File: src/rtl/ah_grant_mux_slice_pkg.sv
// Shared arbiter definitions: client geometry and skid-buffer occupancy states.
package ah_grant_mux_slice_pkg;

  localparam int unsigned NUM_CLIENTS = 16;
  localparam int unsigned DATA_W      = 32;
  localparam int unsigned IDX_W       = 4;

  typedef enum logic [1:0] {
    OCC_EMPTY = 2'd0,
    OCC_ONE   = 2'd1,
    OCC_FULL  = 2'd2
  } occ_state_e;

endpackage

File: src/rtl/ah_grant_mux_slice_onehot_enc.sv
// One-hot to binary encoder with exactly-one and multi-hot detection.
module ah_onehot_enc #(
  parameter int unsigned N     = 16,
  parameter int unsigned IDX_W = 4
) (
  input  logic [N-1:0]     vec_i,
  output logic [IDX_W-1:0] idx_c_o,
  output logic             onehot_c_o,
  output logic             multi_c_o
);

  logic seen;

  // OR-encode set bit positions; flag a second set bit as multi-hot.
  always_comb begin
    idx_c_o   = '0;
    seen      = 1'b0;
    multi_c_o = 1'b0;
    for (int i = 0; i < int'(N); i++) begin
      if (vec_i[i]) begin
        if (seen) multi_c_o = 1'b1;
        seen    = 1'b1;
        idx_c_o = idx_c_o | IDX_W'(i);
      end
    end
    onehot_c_o = seen & ~multi_c_o;
  end

endmodule

File: src/rtl/ah_grant_mux_slice.sv
// Grant-driven payload mux feeding a 2-entry skid buffer with backpressure.
module ah_grant_mux_slice #(
  parameter int unsigned NUM_CLIENTS = ah_grant_mux_slice_pkg::NUM_CLIENTS,
  parameter int unsigned DATA_W      = ah_grant_mux_slice_pkg::DATA_W,
  parameter int unsigned IDX_W       = ah_grant_mux_slice_pkg::IDX_W
) (
  input  logic                          clk,
  input  logic                          rst,
  input  logic [NUM_CLIENTS-1:0]        gnt_i,
  input  logic [NUM_CLIENTS*DATA_W-1:0] data_i,
  output logic [NUM_CLIENTS-1:0]        ack_o,
  output logic                          hold_o,
  output logic                          out_valid_o,
  input  logic                          out_ready_i,
  output logic [DATA_W-1:0]             out_data_o,
  output logic [IDX_W-1:0]              out_idx_o,
  output logic                          grant_err_o,
  input  logic                          err_clr_i
);

  import ah_grant_mux_slice_pkg::*;

  occ_state_e        state_q, state_d;
  logic [IDX_W-1:0]  head_idx_q, head_idx_d, tail_idx_q, tail_idx_d;
  logic [DATA_W-1:0] head_data_q, head_data_d, tail_data_q, tail_data_d;
  logic              hold_q, hold_d;
  logic              err_q, err_d;

  logic [IDX_W-1:0]  enc_idx;
  logic              enc_onehot;
  logic              enc_multi;
  logic              capture;
  logic              pop;
  logic [DATA_W-1:0] cap_data;

  ah_onehot_enc #(
    .N     (NUM_CLIENTS),
    .IDX_W (IDX_W)
  ) u_enc (
    .vec_i      (gnt_i),
    .idx_c_o    (enc_idx),
    .onehot_c_o (enc_onehot),
    .multi_c_o  (enc_multi)
  );

  assign cap_data = data_i[enc_idx*DATA_W +: DATA_W];

  // Next-state for occupancy, storage, backpressure and error flag; ack is
  // a same-cycle pulse so it is decoded here from the captured grant.
  always_comb begin
    state_d     = state_q;
    head_idx_d  = head_idx_q;
    head_data_d = head_data_q;
    tail_idx_d  = tail_idx_q;
    tail_data_d = tail_data_q;
    err_d       = err_q;
    ack_o       = '0;

    capture = enc_onehot & ~hold_q & ~rst;
    pop     = (state_q != OCC_EMPTY) & out_ready_i;

    if (capture) ack_o = gnt_i;

    case (state_q)
      OCC_EMPTY: begin
        if (capture) begin
          head_idx_d  = enc_idx;
          head_data_d = cap_data;
          state_d     = OCC_ONE;
        end
      end
      OCC_ONE: begin
        if (capture && !pop) begin
          tail_idx_d  = enc_idx;
          tail_data_d = cap_data;
          state_d     = OCC_FULL;
        end else if (capture && pop) begin
          head_idx_d  = enc_idx;
          head_data_d = cap_data;
        end else if (pop) begin
          state_d     = OCC_EMPTY;
        end
      end
      OCC_FULL: begin
        // hold_q is high here, so no capture can coincide with the promote.
        if (pop) begin
          head_idx_d  = tail_idx_q;
          head_data_d = tail_data_q;
          state_d     = OCC_ONE;
        end
      end
      default: state_d = OCC_EMPTY;
    endcase

    hold_d = (state_d == OCC_FULL);

    // A new multi-hot grant takes priority over a clear in the same cycle.
    if (enc_multi)      err_d = 1'b1;
    else if (err_clr_i) err_d = 1'b0;
  end

  // State and storage registers with synchronous reset.
  always_ff @(posedge clk) begin
    if (rst) begin
      state_q     <= OCC_EMPTY;
      head_idx_q  <= '0;
      head_data_q <= '0;
      tail_idx_q  <= '0;
      tail_data_q <= '0;
      hold_q      <= 1'b0;
      err_q       <= 1'b0;
    end else begin
      state_q     <= state_d;
      head_idx_q  <= head_idx_d;
      head_data_q <= head_data_d;
      tail_idx_q  <= tail_idx_d;
      tail_data_q <= tail_data_d;
      hold_q      <= hold_d;
      err_q       <= err_d;
    end
  end

  assign out_valid_o = (state_q != OCC_EMPTY);
  assign out_data_o  = head_data_q;
  assign out_idx_o   = head_idx_q;
  assign hold_o      = hold_q;
  assign grant_err_o = err_q;

endmodule

File: config.mk
export PLATFORM = sky130hd
export DESIGN_NAME = ah_grant_mux_slice
export DESIGN_NICKNAME = d
export VERILOG_FILES = /design/src/rtl/ah_grant_mux_slice_pkg.sv /design/src/rtl/ah_grant_mux_slice_onehot_enc.sv /design/src/rtl/ah_grant_mux_slice.sv
export SDC_FILE = /design/constraint.sdc
export NUM_CORES = 1
export LEC_CHECK = 0
export CORE_AREA = 2 2 231 233
export CTS_BUF_LIST = sky130_fd_sc_hd__clkbuf_8
export DETAILED_ROUTE_END_ITERATION = 8
export DIE_AREA = 0 0 233 235
export HOLD_SLACK_MARGIN = 0.05
export MAX_ROUTING_LAYER = met4
export PLACE_DENSITY = 0.5
export SLEW_MARGIN = 20
export SYNTH_ARGS = -nofsm -noshare
export SYNTH_HDL_FRONTEND = slang
export SYNTH_HIERARCHICAL = 1
export SYNTH_SLANG_ARGS = --single-unit
export TNS_END_PERCENT = 50
File: constraint.sdc
create_clock -name clk -period 5.5 [get_ports clk]
set_input_delay 0.55 -clock clk [delete_from_list [all_inputs] [get_ports clk]]
set_output_delay 0.55 -clock clk [all_outputs]
set_load 0.01 [all_outputs]
After elaboration in Yosys (flattened, before gate mapping)
Cells that the tools add are included.
{"block": "op_classes", "eq_ne": 7, "shift": 1, "n_mux": 80, "bitwise_logic": 7, "n_reduce_logical": 9}
{"cell": "512-bit by 10-bit indexed part select with 32-bit output", "n": 1}
{"cell": "32-bit two-way mux", "n": 4}
{"cell": "32-bit case mux with 3 select lines", "n": 1}
{"cell": "1-bit two-way mux", "n": 49}
{"cell": "4-bit two-way mux", "n": 12}
{"cell": "16-bit two-way mux", "n": 1}
{"cell": "2-bit two-way mux", "n": 7}
{"cell": "3-bit two-way mux", "n": 4}
{"cell": "4-bit case mux with 3 select lines", "n": 1}
{"cell": "2-bit inequality test, second input constant", "n": 4}
{"cell": "2-bit case mux with 3 select lines", "n": 1}
{"cell": "5-bit AND reduction", "n": 1}
{"cell": "1-bit bitwise AND", "n": 4}
{"cell": "2-bit equality test, second input constant", "n": 2}
{"cell": "2-bit nonzero test", "n": 2}
{"cell": "1-bit inverter", "n": 3}
{"cell": "3-bit nonzero test", "n": 1}
{"cell": "2-bit by 1-bit equality test with 1-bit output, second input constant", "n": 1}
{"cell": "1-bit logical AND", "n": 2}
{"cell": "2-bit logical NOT", "n": 1}
{"cell": "2-bit AND reduction", "n": 1}
{"cell": "1-bit logical NOT", "n": 1}
{"block": "word_totals", "ff_bits": 76, "input_bits": 532, "output_inout_bits": 55, "word_cells": 111}

Longest topological paths before layout
Gate-level depths: netlist of the first run.
{"block": "depth", "ltp_word": 40, "depth_mapped": 11, "mapped_depth_nobuf": 9}

Hierarchy
The synthesis of the first run kept the hierarchy.
{"module": "ah_grant_mux_slice", "n_inst": 1, "cells_per_inst": 712, "area_per_inst_um2": 7363.3, "seq_area_each_um2": 1521.5}
{"module": "ah_onehot_enc", "n_inst": 1, "cells_per_inst": 44, "area_per_inst_um2": 269.0, "seq_area_each_um2": 0.0}

Worst setup path before layout of the first run
Ideal clock, no wire load.
{"block": "synth_path", "kind": "input to output", "start": "in gnt_i[2]", "end": "out ack_o[10]", "arrival_time_ns": 2.699, "required_ns": 4.950, "slack_ns": 2.251, "path_stages": 9, "path_buffers": 2, "path_cell_list": "nor4_2 -> nand3_1 -> maj3_2 -> nor4_2 -> and3_1 -> nor3b_1 -> buf_2 -> clkbuf_1 -> and2_1"}
{"block": "synth_between", "elab_chain_len": 32, "elab_cells_between_ends": 46, "cone_classes": "42 x mux; 4 x bitwise"}
{"element": "start, declared", "line_no": "ah_grant_mux_slice.sv:9", "rtl": "input logic [NUM_CLIENTS-1:0] gnt_i,"}
{"element": "1-bit two-way mux", "line_no": "ah_grant_mux_slice_onehot_enc.sv:20", "rtl": "if (vec_i[i]) begin"}
{"element": "1-bit two-way mux", "line_no": "ah_grant_mux_slice_onehot_enc.sv:21", "rtl": "if (seen) multi_c_o = 1'b1;"}
{"element": "1-bit two-way mux", "line_no": "ah_grant_mux_slice_onehot_enc.sv:20"}
{"element": "1-bit two-way mux", "line_no": "ah_grant_mux_slice_onehot_enc.sv:21"}
{"element": "1-bit two-way mux", "line_no": "ah_grant_mux_slice_onehot_enc.sv:20"}
{"element": "1-bit two-way mux", "line_no": "ah_grant_mux_slice_onehot_enc.sv:21"}
{"element": "1-bit two-way mux", "line_no": "ah_grant_mux_slice_onehot_enc.sv:20"}
{"element": "1-bit two-way mux", "line_no": "ah_grant_mux_slice_onehot_enc.sv:21"}
{"element": "[... 16 more ...]"}
{"element": "1-bit two-way mux", "line_no": "ah_grant_mux_slice_onehot_enc.sv:20"}
{"element": "1-bit two-way mux", "line_no": "ah_grant_mux_slice_onehot_enc.sv:21"}
{"element": "1-bit two-way mux", "line_no": "ah_grant_mux_slice_onehot_enc.sv:20"}
{"element": "1-bit inverter", "line_no": "ah_grant_mux_slice_onehot_enc.sv:26", "rtl": "onehot_c_o = seen & ~multi_c_o;"}
{"element": "1-bit bitwise AND *", "line_no": "ah_grant_mux_slice_onehot_enc.sv:26"}
{"element": "net enc_onehot", "line_no": "ah_grant_mux_slice.sv:30", "rtl": "logic enc_onehot;"}
{"element": "1-bit bitwise AND * (2 in a row)", "line_no": "ah_grant_mux_slice.sv:59", "rtl": "capture = enc_onehot & ~hold_q & ~rst;"}
{"element": "16-bit two-way mux *", "line_no": "ah_grant_mux_slice.sv:62", "rtl": "if (capture) ack_o = gnt_i;"}
{"element": "end, declared", "line_no": "ah_grant_mux_slice.sv:11", "rtl": "output logic [NUM_CLIENTS-1:0] ack_o,"}
Mark *: on every way through the listed nets, which the timed path passes. The rest lies on a longest branch.

Final worst setup path of the first run
{"block": "layout_path", "start": "in gnt_i[5]", "end": "out ack_o[7]"}
{"block": "layout_between", "elab_chain_len": 26, "elab_cells_between_ends": 37, "cone_classes": "33 x mux; 4 x bitwise"}
{"element": "1-bit two-way mux", "line_no": "ah_grant_mux_slice_onehot_enc.sv:20"}
{"element": "1-bit two-way mux", "line_no": "ah_grant_mux_slice_onehot_enc.sv:21"}
{"element": "1-bit two-way mux", "line_no": "ah_grant_mux_slice_onehot_enc.sv:20"}
{"element": "1-bit two-way mux", "line_no": "ah_grant_mux_slice_onehot_enc.sv:21"}
{"element": "1-bit two-way mux", "line_no": "ah_grant_mux_slice_onehot_enc.sv:20"}
{"element": "1-bit two-way mux", "line_no": "ah_grant_mux_slice_onehot_enc.sv:21"}
{"element": "1-bit two-way mux", "line_no": "ah_grant_mux_slice_onehot_enc.sv:20"}
{"element": "1-bit two-way mux", "line_no": "ah_grant_mux_slice_onehot_enc.sv:21"}
{"element": "[... 10 more ...]"}
{"element": "1-bit two-way mux", "line_no": "ah_grant_mux_slice_onehot_enc.sv:20"}
{"element": "1-bit two-way mux", "line_no": "ah_grant_mux_slice_onehot_enc.sv:21"}
{"element": "1-bit two-way mux", "line_no": "ah_grant_mux_slice_onehot_enc.sv:20"}
{"element": "1-bit inverter", "line_no": "ah_grant_mux_slice_onehot_enc.sv:26"}
{"element": "1-bit bitwise AND *", "line_no": "ah_grant_mux_slice_onehot_enc.sv:26"}
{"element": "net enc_onehot", "line_no": "ah_grant_mux_slice.sv:30"}
{"element": "1-bit bitwise AND * (2 in a row)", "line_no": "ah_grant_mux_slice.sv:59"}
{"element": "16-bit two-way mux *", "line_no": "ah_grant_mux_slice.sv:62"}
Marked as above.

==> out/qor.txt, run 1 <==
Lkg Pwr: 5.94 nW
Share of cells above drive strength 1: 0.179
First-pass GRT wire length: 60,500 um
CTS Sinks: 76
Crit path DAT: 4080 ps
Placed wire-length estimate: 33,800 um
Library cells used by synthesis: 50
Area growth from synthesis to layout: 88.2%
Setup violators final: 0
Seq/Total Area, Yosys: 0.199
Hold Crit Start: tail_idx_q[1]$_SDFFE_PP0P_
Max cap viols: 0
CTS clk-pin slew, worst paths: 100 ps
Largest net degree at the start of global routing: 101
GR Util All Layers: 0.155
CTS resizes: 0
Core ar.: 52,200 um2
Crit. End Element: output port
# H-tree levels: 3
Antenna viol nets, final: 0
Num CTS Buffers: 9
Worst EP required: 4950 ps
Total gr overflow: 0
Syn nets: 1,288
# IOs: 587
Fillers: 5,515
Post-CTS Hold Buffers: 0
CP max stage cell: clkdlybuf4s50_1
Worst Path Buf+Inv: 3
Vias per inst: 4.47
Ys async rst share: 0
Syn. warnings: 6
Initial DRC Count: 351
Setup Skew: 7.89 ps
Top cell type by total area after synthesis: mux4_2
Cells after synthesis: 756
Total Power: 0.00157 W
Mapped Area: 7630 um2
HP Class: flip-flop to flip-flop
Finished Layout Cells: 1,987
Die Span X: 233 um
Post-Route Utilization: 0.275
Crit path max-delay family: simple AND/OR/NAND/NOR gates
Worst r2r dst: tail_data_q[19]$_SDFFE_PP0P_
Postcts setup bufs: 0
Final Cycle Share: 0.842
Startpoint types: primary input
RSZ-0062 raised after global routing: false
Power Dens Cells: 109 nW/um2
Cells after DPL: 1,966
Commonest cells after routing, fill and taps aside: 585 x clkdlybuf4s50_1, 103 x mux2_2, 79 x nor2_1
Max FO, Critical Path: 16
Starting Density: 0.146
FF/Latch Area: 1520 um2
Slew Limit Headroom: 0.252
Worst hold stages: 2
Via count: 8,880
Die area: 54,800 um2
Multi-input logic area: 5760 um2
Routed length per instance: 21.6 um
FF-to-FF setup slack: 2890 ps
Post-Syn Area per Cell: 10.1 um2
Die Height: 235 um
Status: finished, final reports clean
Dominant synthesized flop cell: dfxtp_1
Port bufs: 586
Nets@finish: 1,822
Routability cong.: 0.863
Post-synth top area share: 0.212
# rows: 84
DR DRC count: 0
Initial antenna violation count: 4
Max-slew violation count: 0
Drt total wl: 42,800 um
Clk buf depth: 2
#FFs+latches synth: 76
CP Class: primary input to output port
CTS tree: yes
Final hold slack: 462 ps
Setup TNS Final: 0 ps
Slew @ Worst Pin: 1120 ps
Reg-to-reg startpoint: state_q[0]$_SDFF_PP0_
Critical-path cell list: clkdlybuf4s50_1, nor4_2, nand3_1, maj3_2, nor4_2, and3_1, nor3b_2, buf_4, and2_1, clkdlybuf4s50_1
Vias in the first global route: 9,632
Root Buffer: clkbuf_8
Peak supply drop: 0.0903 mV
Tmin final: 4630 ps
First-pass detailed-route iteration total: 4
Endpoints failing hold: 0
Worst skew pair latency: 400 ps
Post-synth EDFFs: 0
Top cells by area, synth: mux4_2 21%, dfxtp_1 20%, mux2_2 15%
Crit-path max cell delay: 540 ps
FF-to-FF path depth: 4
Fmax: 0.216 GHz
Most common cell after layout, fill and taps aside: clkdlybuf4s50_1
Hold endpoint: tail_idx_q[1]$_SDFFE_PP0P_
-- tightest hold or removal path: stages, from the launching register on --
cell,delay (ps)
dfxtp_1,320
nand2_1,50
a21oi_1,50
-- synth_stat cells, types with 2 or more instances --
| cell type | n |
|---|---|
| o21ai_0 | 28 |
| nor4_1 | 3 |
| dfxtp_1 | 76 |
| a211o_1 | 28 |
| a21o_1 | 6 |
| nor2b_1 | 3 |
| mux4_2 | 72 |
| mux2i_1 | 43 |
| buf_6 | 8 |
| and2_1 | 16 |
| a21oi_1 | 7 |
| o211a_1 | 28 |
| nand2b_1 | 3 |
| o211ai_1 | 2 |
| nand2_1 | 8 |
| buf_1 | 3 |
| nand3_1 | 2 |
| or2_2 | 2 |
| nor2_1 | 79 |
| nand3b_1 | 3 |
| mux2_2 | 103 |
| nor3_1 | 31 |
| nor4_2 | 6 |
| a22o_1 | 3 |
| mux2_1 | 9 |
| buf_4 | 3 |
| clkbuf_1 | 26 |
| inv_1 | 2 |
| a211oi_1 | 35 |
| buf_2 | 38 |
| xnor2_1 | 2 |
| o22ai_1 | 60 |
-- routing by layer --
layer | share of wire | track usage | vias up | wire length, um
li1 | - | - | 4096 | -
met2 | 0.52 | 0.285 | 446 | 22300
met3 | 0.081 | 0.0342 | 46 | 3480
met5 | 0 | - | - | 0
met4 | 0.019 | 0.0415 | 0 | 793
met1 | 0.38 | 0.165 | 4292 | 16300
-- cell families (layout without fill, tap and decap cells) --
group | Yosys count | in the layout | synth area share
flip-flops | 76 | 76 | 0.199
other | 0 | 4 | 0
adder cells (fa/ha/maj) | 1 | 1 | 0.00148
AND/OR/NAND/NOR | 166 | 166 | 0.114
AO/OA/AOI/OAI | 203 | 203 | 0.193
multiplexers | 227 | 227 | 0.434
buffers and inverters | 81 | 620 | 0.0556
XOR/XNOR | 2 | 2 | 0.00230
-- area by class of cell --
| type | count | share of cell area |
|---|---|---|
| clock buffers | 9 | 0.00862 |
| repair buffers | 602 | 0.419 |
| clock inverters | 7 | 0.00435 |
| multi-input cells | 599 | 0.401 |
| diodes | 4 | 0.000697 |
| well taps | 688 | 0.0599 |
| inverters | 2 | 0.000523 |
| flip-flops and latches | 76 | 0.106 |
-- registers in the layout, summed over array words and instances, names as in the netlist --
name         count
tail_idx_q       4
tail_data_q     32
state_q          2
grant_err_o      1
out_idx_o        4
hold_o           1
out_data_o      32
-- through the flow --
step / area (um2) / setup slack [ps]
floorplan: 7630 / 2250
global placement: 14200 / 1010
detailed placement: 14200 / 915
CTS: 14300 / 907
global route: 14400 / 670
finish: 14400 / 871
-- worst max-delay path by stage --
stage / startpoint / endpoint / slack, ps / cells past startpoint
finish: gnt_i[5] / ack_o[7] / 870 / 10
global route: gnt_i[5] / ack_o[8] / 670 / 10
CTS: gnt_i[5] / ack_o[7] / 910 / 10
detailed placement: gnt_i[5] / ack_o[7] / 920 / 10
global placement: gnt_i[4] / ack_o[15] / 1010 / 10
floorplan: gnt_i[2] / ack_o[10] / 2250 / 9
-- report_power, final --
group / internal (W) / total [W] / switching (W) / leakage, nW
sequential: 0.000550 / 0.000550 / 0.000000220 / 0.612
clock: 0.000174 / 0.000450 / 0.000275 / 0.0932
combinational: 0.000425 / 0.000570 / 0.000145 / 5.23
total: 0.00115 / 0.00157 / 0.000420 / 5.94
(Power assumes the default switching activity.)
==> run 2: changes to the inputs <==
--- a/config.mk
+++ b/config.mk
@@ -5,13 +5,13 @@
 export SDC_FILE = /design/constraint.sdc
 export NUM_CORES = 1
 export LEC_CHECK = 0
-export CORE_AREA = 2 2 231 233
+export CORE_AREA = 2 2 230 232
 export CTS_BUF_LIST = sky130_fd_sc_hd__clkbuf_8
 export DETAILED_ROUTE_END_ITERATION = 8
-export DIE_AREA = 0 0 233 235
+export DIE_AREA = 0 0 232 234
 export HOLD_SLACK_MARGIN = 0.05
 export MAX_ROUTING_LAYER = met4
-export PLACE_DENSITY = 0.5
+export PLACE_DENSITY = 0.51
 export SLEW_MARGIN = 20
 export SYNTH_ARGS = -nofsm -noshare
 export SYNTH_HDL_FRONTEND = slang
==> constraint.sdc (replaced) <==
create_clock -name clk -period 4.1 [get_ports clk]
set_input_delay 0.41 -clock clk [delete_from_list [all_inputs] [get_ports clk]]
set_output_delay 0.41 -clock clk [all_outputs]
set_load 0.01 [all_outputs]
==> run 2 against run 1 <==
  * Clock-buffer cell count stayed put
  * Clock power up 37%
  * Wire length is 0.87% lower
  * Cell count grew 0.40%
  * Sequential share of layout area fell by 0.10 points
  * Via count is 1.1% lower
  * Power is 35% higher
  * Die area shrank 0.85%
  * Highest routed layer unchanged
==> out/qor.txt, run 2 (synthesized netlist as in run 1, its figures left out) <==
Status: finished, final reports clean
Worst path depth: 10 (unchanged)
Final Cycle Share: 0.951
Clk buf depth: 2 (unchanged)
RSZ-0062 raised after global routing: false
Switching share of power: 0.272 (+0.00438)
P_int: 0.00155 W (+35%)
CP max stage cell: clkdlybuf4s50_1
First-pass GRT wire length: 59,300 um (-2.0%)
Nets@finish: 1,831 (+0.49%)
Via count: 8,780 (-1.1%)
Met3 Routed Length: 3280 um (-5.9%)
FF-to-FF setup slack: 2180 ps (-710 ps)
Worst EP required: 3690 ps (-1260 ps)
Max FO, Critical Path: 16 (unchanged)
Vias per inst: 4.40 (-1.5%)
Placed wire-length estimate: 34,000 um (+0.82%)
Vias in the first global route: 9,310 (-3.3%)
CTS resizes: 0 (unchanged)
DR DRC count: 0 (unchanged)
GR Util All Layers: 0.154 (-0.000889)
Num CTS Buffers: 9 (unchanged)
Hold endpoint: tail_data_q[2]$_SDFFE_PP0P_
Worst skew pair latency: 410 ps (about the same)
Initial DRC Count: 347 (-1.1%)
Total Power: 0.00213 W (+35%)
Die Height: 234 um (-0.43%)
Peak supply drop: 0.129 mV (+43%)
Crit path DAT: 3490 ps (-590 ps)
Fillers: 5,450 (-1.2%)
Drt total wl: 42,500 um (-0.87%)
Highest routed layer: met4
HP Class: flip-flop to flip-flop
Setup TNS Final: 0 ps (unchanged)
Slew @ Worst Pin: 877 ps (-242 ps)
Most common cell after layout, fill and taps aside: clkdlybuf4s50_1
# rows: 84 (unchanged)
Clock power share: 0.289 (+0.003)
Starting Density: 0.147 (+0.000590)
Commonest cells after routing, fill and taps aside: 585 x clkdlybuf4s50_1, 103 x mux2_2, 79 x nor2_1
Die area: 54,300 um2 (-0.85%)
Power Dens Cells: 147 nW/um2 (+34%)
Port bufs: 586 (unchanged)
Tmin final: 3900 ps
Routability cong.: 0.767 (-11%)
Sequential power share: 0.347 (-0.004)
Switching power: 0.000578 W (+38%)
Crit-path max cell delay: 540 ps (about the same)
# IOs: 587 (unchanged)
Critical-path cell list: clkdlybuf4s50_1, nor4_2, nand3_1, maj3_2, nor4_2, and3_1, nor3b_2, buf_4, and2_1, clkdlybuf4s50_1
Metal-1 WL: 16,600 um (+2.2%)
Area growth from synthesis to layout: 90.0%
FF-to-FF path depth: 6 (+2)
Reg-to-reg startpoint: hold_o$_SDFF_PP0_
Hold Crit Start: tail_data_q[2]$_SDFFE_PP0P_
Max cap viols: 0 (unchanged)
Crit. End Element: output port
CP Class: primary input to output port
CTS clk-pin slew, worst paths: 100 ps (about the same)
Crit path max-delay family: simple AND/OR/NAND/NOR gates
Worst Path Buf+Inv: 3 (unchanged)
Die Span X: 232 um (-0.43%)
Routed length per instance: 21.3 um (-1.3%)
Slew Limit Headroom: 0.415 (+0.163)
Combinational Power Share: 0.363 (about the same)
Setup Skew: 9.30 ps (+1.41 ps)
Postcts setup bufs: 0 (unchanged)
Worst hold stages: 1 (-1)
Total gr overflow: 0 (unchanged)
Worst slack at placement: 217 ps (-698 ps)
Worst r2r dst: tail_data_q[20]$_SDFFE_PP0P_
Final worst slack: 201 ps (-670 ps)
Antenna viol nets, final: 0 (unchanged)
Largest net degree at the start of global routing: 109 (+7.9%)
Initial antenna violation count: 3 (-1)
CTS tree: yes
Max-slew violation count: 0 (unchanged)
Post-CTS Hold Buffers: 0 (unchanged)
Met2 wire len: 22,000 um (-1.5%)
Lkg Pwr: 6.00 nW (+1.1%)
Endpoints failing hold: 0 (unchanged)
Share of cells above drive strength 1: 0.185 (+0.00567)
Startpoint types: primary input
Core ar.: 52,000 um2 (-0.40%)
Setup violators final: 0 (unchanged)
Root Buffer: clkbuf_8
Fmax: 0.256 GHz
First-pass detailed-route iteration total: 5 (+1)
# H-tree levels: 3 (unchanged)
CTS Sinks: 76 (unchanged)
run 2: cell types whose count changed in the layout (fill, tap and decap cells not counted):
cell | previous run | this run
diode_2 | 4 | 3
buf_4 | 12 | 17
buf_6 | 1 | 0
inv_8 | 1 | 0
buf_12 | 3 | 7
buf_16 | 0 | 1
clkinv_8 | 0 | 1
run 2: area by class of cell:
class,count,area [um2],share of cell area
Timing Repair Buffer,611,6160,0.424
Multi-Input combinational cell,599,5760,0.397
Sequential cell,76,1520,0.105
Tap cell,688,861,0.0594
Clock buffer,9,124,0.00854
Clock inverter,7,67.6,0.00466
Inverter,2,7.51,0.000518
Antenna cell,3,7.51,0.000518
run 2: how the worst max path moves through the flow:
stage | start | slack [ps] | end
floorplan | gnt_i[2] | 1090 | tail_data_q[10]$_SDFFE_PP0P_
global placement | gnt_i[2] | 300 | ack_o[0]
detailed placement | gnt_i[2] | 220 | ack_o[2]
CTS | gnt_i[2] | 210 | ack_o[2]
global route | gnt_i[3] | 20 | ack_o[2]
finish | gnt_i[3] | 200 | ack_o[2]
run 2: metal layers:
layer | GRT usage | vias to the layer above
li1 | - | 4112
met1 | 0.170 | 4222
met2 | 0.279 | 411
met3 | 0.0354 | 35
met4 | 0.0359 | 0
met5 | - | -
run 2: through the flow:
stage	std cells	instance area, um2	hold slack, ps	utilization
2_1_floorplan	756	7630	427	-
3_3_place_gp	1975	14300	435	0.274
3_5_place_dp	1975	14300	440	0.274
4_1_cts	1991	14500	465	0.278
5_1_grt	1995	14500	478	0.279
6_report	1995	14500	462	0.279
run 2: power groups by stage:
stage | logic (W) | clock network, W | registers (W)
2_1_floorplan | 0.000188 | 0 | 0.000756
3_3_place_gp | 0.000764 | 0 | 0.000756
3_5_place_dp | 0.000773 | 0 | 0.000756
4_1_cts | 0.000777 | 0.000658 | 0.000739
5_1_grt | 0.000819 | 0.000685 | 0.000739
6_report | 0.000772 | 0.000615 | 0.000738
